## src/rtl/isp_pkg.sv

```systemverilog
// Shared ISP types and default frame geometry.
// It is used by the capture front-end and the control stage.
package isp_pkg;

  typedef enum logic [1:0] {
    IDLE,
    ARM,
    VSYNC,
    ACTIVE
  } capture_state_t;

  typedef struct packed {
    logic [4:0] r;
    logic [5:0] g;
    logic [4:0] b;
  } rgb565_t;

  localparam int unsigned DEFAULT_WIDTH  = 640;
  localparam int unsigned DEFAULT_HEIGHT = 480;

endpackage

```

## src/rtl/sync_edge.sv

```systemverilog
// Two-flop synchroniser followed by one delay stage.
// Edges are detected between the synchronised level and its delayed copy.
module sync_edge #(
  parameter int unsigned W = 1
) (
  input  logic         clk,
  input  logic         reset,
  input  logic [W-1:0] d,
  output logic [W-1:0] q,
  output logic [W-1:0] rise,
  output logic [W-1:0] fall
);

  logic [W-1:0] s1, s2, s3;

  always_ff @(posedge clk) begin
    if (reset) begin
      s1 <= '0;
      s2 <= '0;
      s3 <= '0;
    end else begin
      s1 <= d;
      s2 <= s1;
      s3 <= s2;
    end
  end

  assign q    = s2;
  assign rise = s2 & ~s3;
  assign fall = ~s2 & s3;

endmodule

```

## src/rtl/camera_capture.sv

```systemverilog
// Camera bus front-end: samples VSYNC/HREF/PCLK/D in the clk domain and pairs bytes into RGB565.
// It also tracks pixel coordinates, counts completed frames and flags malformed lines.
module camera_capture
  import isp_pkg::*;
#(
  parameter int unsigned WIDTH  = DEFAULT_WIDTH,
  parameter int unsigned HEIGHT = DEFAULT_HEIGHT
) (
  input  logic                      clk,
  input  logic                      reset,
  input  logic                      capture_en,
  input  logic                      cam_pclk,
  input  logic                      cam_vsync,
  input  logic                      cam_href,
  input  logic [7:0]                cam_data,
  output logic                      new_frame,
  output logic                      data_valid,
  output logic [15:0]               pixel,
  output logic [$clog2(WIDTH)-1:0]  col,
  output logic [$clog2(HEIGHT)-1:0] row,
  output logic                      frame_done,
  output logic                      line_error,
  output logic [15:0]               frame_count
);

  localparam int unsigned XW = $clog2(WIDTH);
  localparam int unsigned CW = $clog2(WIDTH + 1);
  localparam int unsigned RW = $clog2(HEIGHT);

  capture_state_t state;

  logic pclk_rise, pclk_fall_unused, pclk_level_unused;
  logic vsync_rise, vsync_fall, vsync_level_unused;
  logic href, href_rise, href_fall;
  logic [7:0] data_s1, data_s2;

  logic [CW-1:0] col_cnt;
  logic [RW-1:0] row_cnt;
  logic          row_full;
  logic          phase;
  logic [7:0]    hi_byte;
  logic          line_started;

  sync_edge #(.W(1)) u_pclk (
    .clk(clk), .reset(reset), .d(cam_pclk),
    .q(pclk_level_unused), .rise(pclk_rise), .fall(pclk_fall_unused)
  );

  sync_edge #(.W(1)) u_vsync (
    .clk(clk), .reset(reset), .d(cam_vsync),
    .q(vsync_level_unused), .rise(vsync_rise), .fall(vsync_fall)
  );

  sync_edge #(.W(1)) u_href (
    .clk(clk), .reset(reset), .d(cam_href),
    .q(href), .rise(href_rise), .fall(href_fall)
  );

  // Two stages, matching the synchronised pclk level the edge detector compares against.
  always_ff @(posedge clk) begin
    if (reset) begin
      data_s1 <= '0;
      data_s2 <= '0;
    end else begin
      data_s1 <= cam_data;
      data_s2 <= data_s1;
    end
  end

  always_ff @(posedge clk) begin
    if (reset) begin
      state        <= IDLE;
      new_frame    <= 1'b0;
      data_valid   <= 1'b0;
      frame_done   <= 1'b0;
      line_error   <= 1'b0;
      pixel        <= '0;
      col          <= '0;
      row          <= '0;
      frame_count  <= '0;
      col_cnt      <= '0;
      row_cnt      <= '0;
      row_full     <= 1'b0;
      phase        <= 1'b0;
      hi_byte      <= '0;
      line_started <= 1'b0;
    end else begin
      new_frame  <= 1'b0;
      data_valid <= 1'b0;
      frame_done <= 1'b0;
      unique case (state)
        IDLE: if (capture_en) state <= ARM;
        ARM: if (vsync_rise) state <= VSYNC;
        VSYNC: begin
          if (vsync_fall) begin
            state        <= ACTIVE;
            new_frame    <= 1'b1;
            line_error   <= 1'b0;
            col_cnt      <= '0;
            row_cnt      <= '0;
            row_full     <= 1'b0;
            phase        <= 1'b0;
            line_started <= 1'b0;
          end
        end
        ACTIVE: begin
          if (href_rise) line_started <= 1'b1;
          // vsync has priority: a byte edge in the same cycle is discarded.
          if (vsync_rise) begin
            state <= capture_en ? VSYNC : IDLE;
            if (line_started) begin
              frame_done  <= 1'b1;
              frame_count <= frame_count + 16'd1;
            end
          end else if (href_fall) begin
            if (phase || (col_cnt != CW'(WIDTH)) || row_full) line_error <= 1'b1;
            col_cnt <= '0;
            phase   <= 1'b0;
            // row saturates; row_full marks that the last legal line has already ended
            if (row_cnt == RW'(HEIGHT - 1)) row_full <= 1'b1;
            else                            row_cnt  <= row_cnt + RW'(1);
          end else if (pclk_rise && href) begin
            if (!phase) begin
              hi_byte <= data_s2;
              phase   <= 1'b1;
            end else begin
              phase <= 1'b0;
              if (col_cnt < CW'(WIDTH)) begin
                data_valid <= 1'b1;
                pixel      <= {hi_byte, data_s2};
                col        <= col_cnt[XW-1:0];
                row        <= row_cnt;
                col_cnt    <= col_cnt + CW'(1);
              end else begin
                line_error <= 1'b1;
              end
            end
          end
        end
        default: state <= IDLE;
      endcase
    end
  end

endmodule

```

## config.mk

```make
export PLATFORM = sky130hd
export DESIGN_NAME = camera_capture
export DESIGN_NICKNAME = d
export VERILOG_FILES = /design/src/rtl/isp_pkg.sv /design/src/rtl/sync_edge.sv /design/src/rtl/camera_capture.sv
export SDC_FILE = /design/constraint.sdc
export NUM_CORES = 1
export LEC_CHECK = 0
export CORE_ASPECT_RATIO = 1.5
export CORE_UTILIZATION = 57
export DETAILED_ROUTE_END_ITERATION = 12
export PLACE_DENSITY = 0.86
export REMOVE_ABC_BUFFERS = 1
export SLEW_MARGIN = 20
export SYNTH_ARGS = -nofsm -noshare
export SYNTH_HDL_FRONTEND = slang
export SYNTH_HIERARCHICAL = 1
export SYNTH_SLANG_ARGS = --single-unit
export TNS_END_PERCENT = 10
```

## constraint.sdc

```tcl
create_clock -name clk -period 2.9 [get_ports clk]
set_input_delay 0.29 -clock clk [delete_from_list [all_inputs] [get_ports clk]]
set_output_delay 0.29 -clock clk [all_outputs]
set_load 0.05 [all_outputs]
```

==> results_dict.tcl <==
set metrics [dict create \
    run_status "finished clean" \
    power.switching_fraction_pct 22.4 \
    crit_buf_inv 0 \
    critPathTopFamily "simple AND/OR/NAND/NOR gates" \
    timing.final.setup_violations 0 \
    final-hold-violation-count 0 \
    port-buffer-count 68 \
    setup.worst_path.class "reg2reg" \
    fin_crit_share_pct 72.8 \
    timing.slew.headroom_pct 48.7 \
    min-delay-path-class "in2reg" \
    cp-start-kind "flip-flop" \
    grt-ovfl-total 0 \
    wl_per_cell_um 14.5 \
    max_cap_violations 0 \
    via_count 3689 \
    worstPathArrival_ns 2.43 \
    maximum_number_of_pins_on_one_net_before_global_route_repair 79 \
    die-area_um2 8060 \
    drive_gt1_share_pct 5.78 \
    drv_slew 0 \
    irDropWorstVdd_mv 0.360 \
    syn_to_final_growth_pct 21.5 \
    tritoncts "yes" \
    worst_setup_skew_after_layout_ns 0.00656 \
    worstSkewPairLatency_ns 0.38 \
    comb_power_share_pct 2.9 \
    final_antenna_net_count 0 \
    vias_per_cell 5.64 \
    cts_hold_buf 0 \
    synthesis.instances 486 \
    core_area_um2 7320 \
    post_cts.resized_instances 0 \
    drc 0 \
    cells_along_the_critical_path "nor2b_1 -> and4_4 -> nand3_2 -> or4_1 -> a21oi_1" \
    pre_cts_slack_ns 0.873 \
    power_density_nw_per_um2 481 \
    ctsRootBufferMaster "clkbuf_8" \
    gpl.final_weighted_congestion 0.893 \
    fin_crit_ns 2.11 \
    internal_power_mw 1.99 \
    floorplan.die.width_um 73.6 \
    maximum_clock_rate_mhz 474 \
    cts_htree_levels 3 \
    cts.repair_timing.setup_buffer_count 0 \
    setup_ws_ns 0.789 \
    design.final.nets 567 \
    layout.core_utilization_pct 72.8 \
    critPathSlowestCell "or4_1" \
    detail_route.wirelength_um 9470 \
    max_slew.worst_pin.slew_ns 0.765 \
    mean_cell_area_of_the_mapped_netlist_um2 9.03 \
    setup_repair_after_global_routing_missed_its_margin "no" \
    antenna_found_initial 0 \
    grt_pass1_vias 3509 \
    critPathCaptureType "flip-flop" \
    p_seq_share_pct 61.0 \
    syn-cell-area_um2 4390 \
    numCtsBuffers 9 \
    number_of_i_o_pins 69 \
    die_y_um 109 \
    starting_density_pct 59.9 \
    global_route_wire_length_before_repair_um 15600 \
    gr-usage-all-layers_pct 25.1 \
    clockBufferDepth 2 \
    dp.final_hpwl_um 6340 \
    core.rowCount 38 \
    critical_path_required_ns 3.22 \
    clock_power_share_pct 36.1 \
    critical_path.max_stage_delay_ns 0.53 \
    detail_route.first_pass.iterations 4 \
    clk_transition_reported_paths_ns 0.10 \
    yosysWarnings 6 \
    clock_sinks 112 \
    p_leak_nw 1.79 \
    worst_path_maximum_fanout 13 \
    detail_route.iter0.violations 207 \
    netSwitchingPower_mw 0.576 \
    num_antenna_cells 0 \
    finalHoldWorstSlack_ns 0.300 \
    timing.setup.tns_ns 0 \
]
==> per-stage QoR <==
stage | instance area [um2] | total power [mW] | std cells
6_report | 5330 | 2.57 | 654
5_1_grt | 5330 | 2.65 | 654
4_1_cts | 5330 | 2.58 | 654
3_5_place_dp | 5140 | 1.68 | 638
3_3_place_gp | 5140 | 1.67 | 638
2_1_floorplan | 4270 | 1.63 | 462
==> cell type report <==
cell class	count	area, um2
Timing Repair Buffer	76	736
Clock buffer	10	128
Sequential cell	112	2240
Fill cell	603	1990
Clock inverter	6	66.3
Tap cell	100	125
Multi-Input combinational cell	341	2000
Inverter	9	33.8
==> cell usage in the layout, fill, tap and decap left out, types with 2 or more instances in the layout <==
cell               n
o31ai_1           12
clkdlybuf4s50_1   67
o21ai_0            7
nand3_1           11
or4_1             13
mux2i_1           13
clkbuf_8           9
and3_1             4
a21o_1             3
nand4_1           14
nand2_1           77
nor3_1             4
clkinv_2           2
xor2_1             9
and4_1             4
o21ai_2            2
or3_1              8
a21oi_1           56
and3b_1            3
buf_4              8
nand3_2            2
nor4b_1            3
dfxtp_1          112
nor2b_1           31
ha_1               4
nor2_1            27
inv_6              2
nand3b_1           2
inv_1              9
and2_1             4
a31oi_1            2
nor4_1             3
a22oi_1            3
==> worst reg2reg max path, cell delays in order, from the launching register on <==
cell     delay (ns)
dfxtp_1        0.37
nor2b_1        0.43
and4_4         0.41
nand3_2        0.16
or4_1          0.53
a21oi_1        0.15
==> per-layer routing <==
metal	share of wire, %	vias up	global-route usage [%]
li1	-	1829	-
met1	40	1744	27.9
met2	53	88	44.2
met3	3.6	28	3.39
met4	3.2	0	16.2
met5	0	-	0
==> state kept, by name, summed over array words and instances (netlist names), 2 cells and up <==
name and flops:
frame_count 16, pixel 16, col 10, col_cnt 10
row 9, row_cnt 9, data_s1 8, data_s2 8
hi_byte 8, state 2
==> path summary, 6_finish.rpt <==
kind	slack (ns)	from	cells past startpoint	end
worst max-delay path	0.79	u_vsync/q	5	frame_count[14]
worst min-delay path	0.30	reset	2	hi_byte[3]
worst max register to register	0.79	u_vsync/q	5	frame_count[14]
worst min register to register	0.45	u_href/s1	1	u_href/q
==> power groups by stage <==
stage | logic, mW | clock network (mW) | registers (mW)
3_3_place_gp | 0.0722 | 0 | 1.60
6_report | 0.0742 | 0.927 | 1.57
4_1_cts | 0.0746 | 0.943 | 1.57
2_1_floorplan | 0.0292 | 0 | 1.60
3_5_place_dp | 0.0743 | 0 | 1.60
5_1_grt | 0.0823 | 1.00 | 1.57
Power figures use the tool's default switching activity.
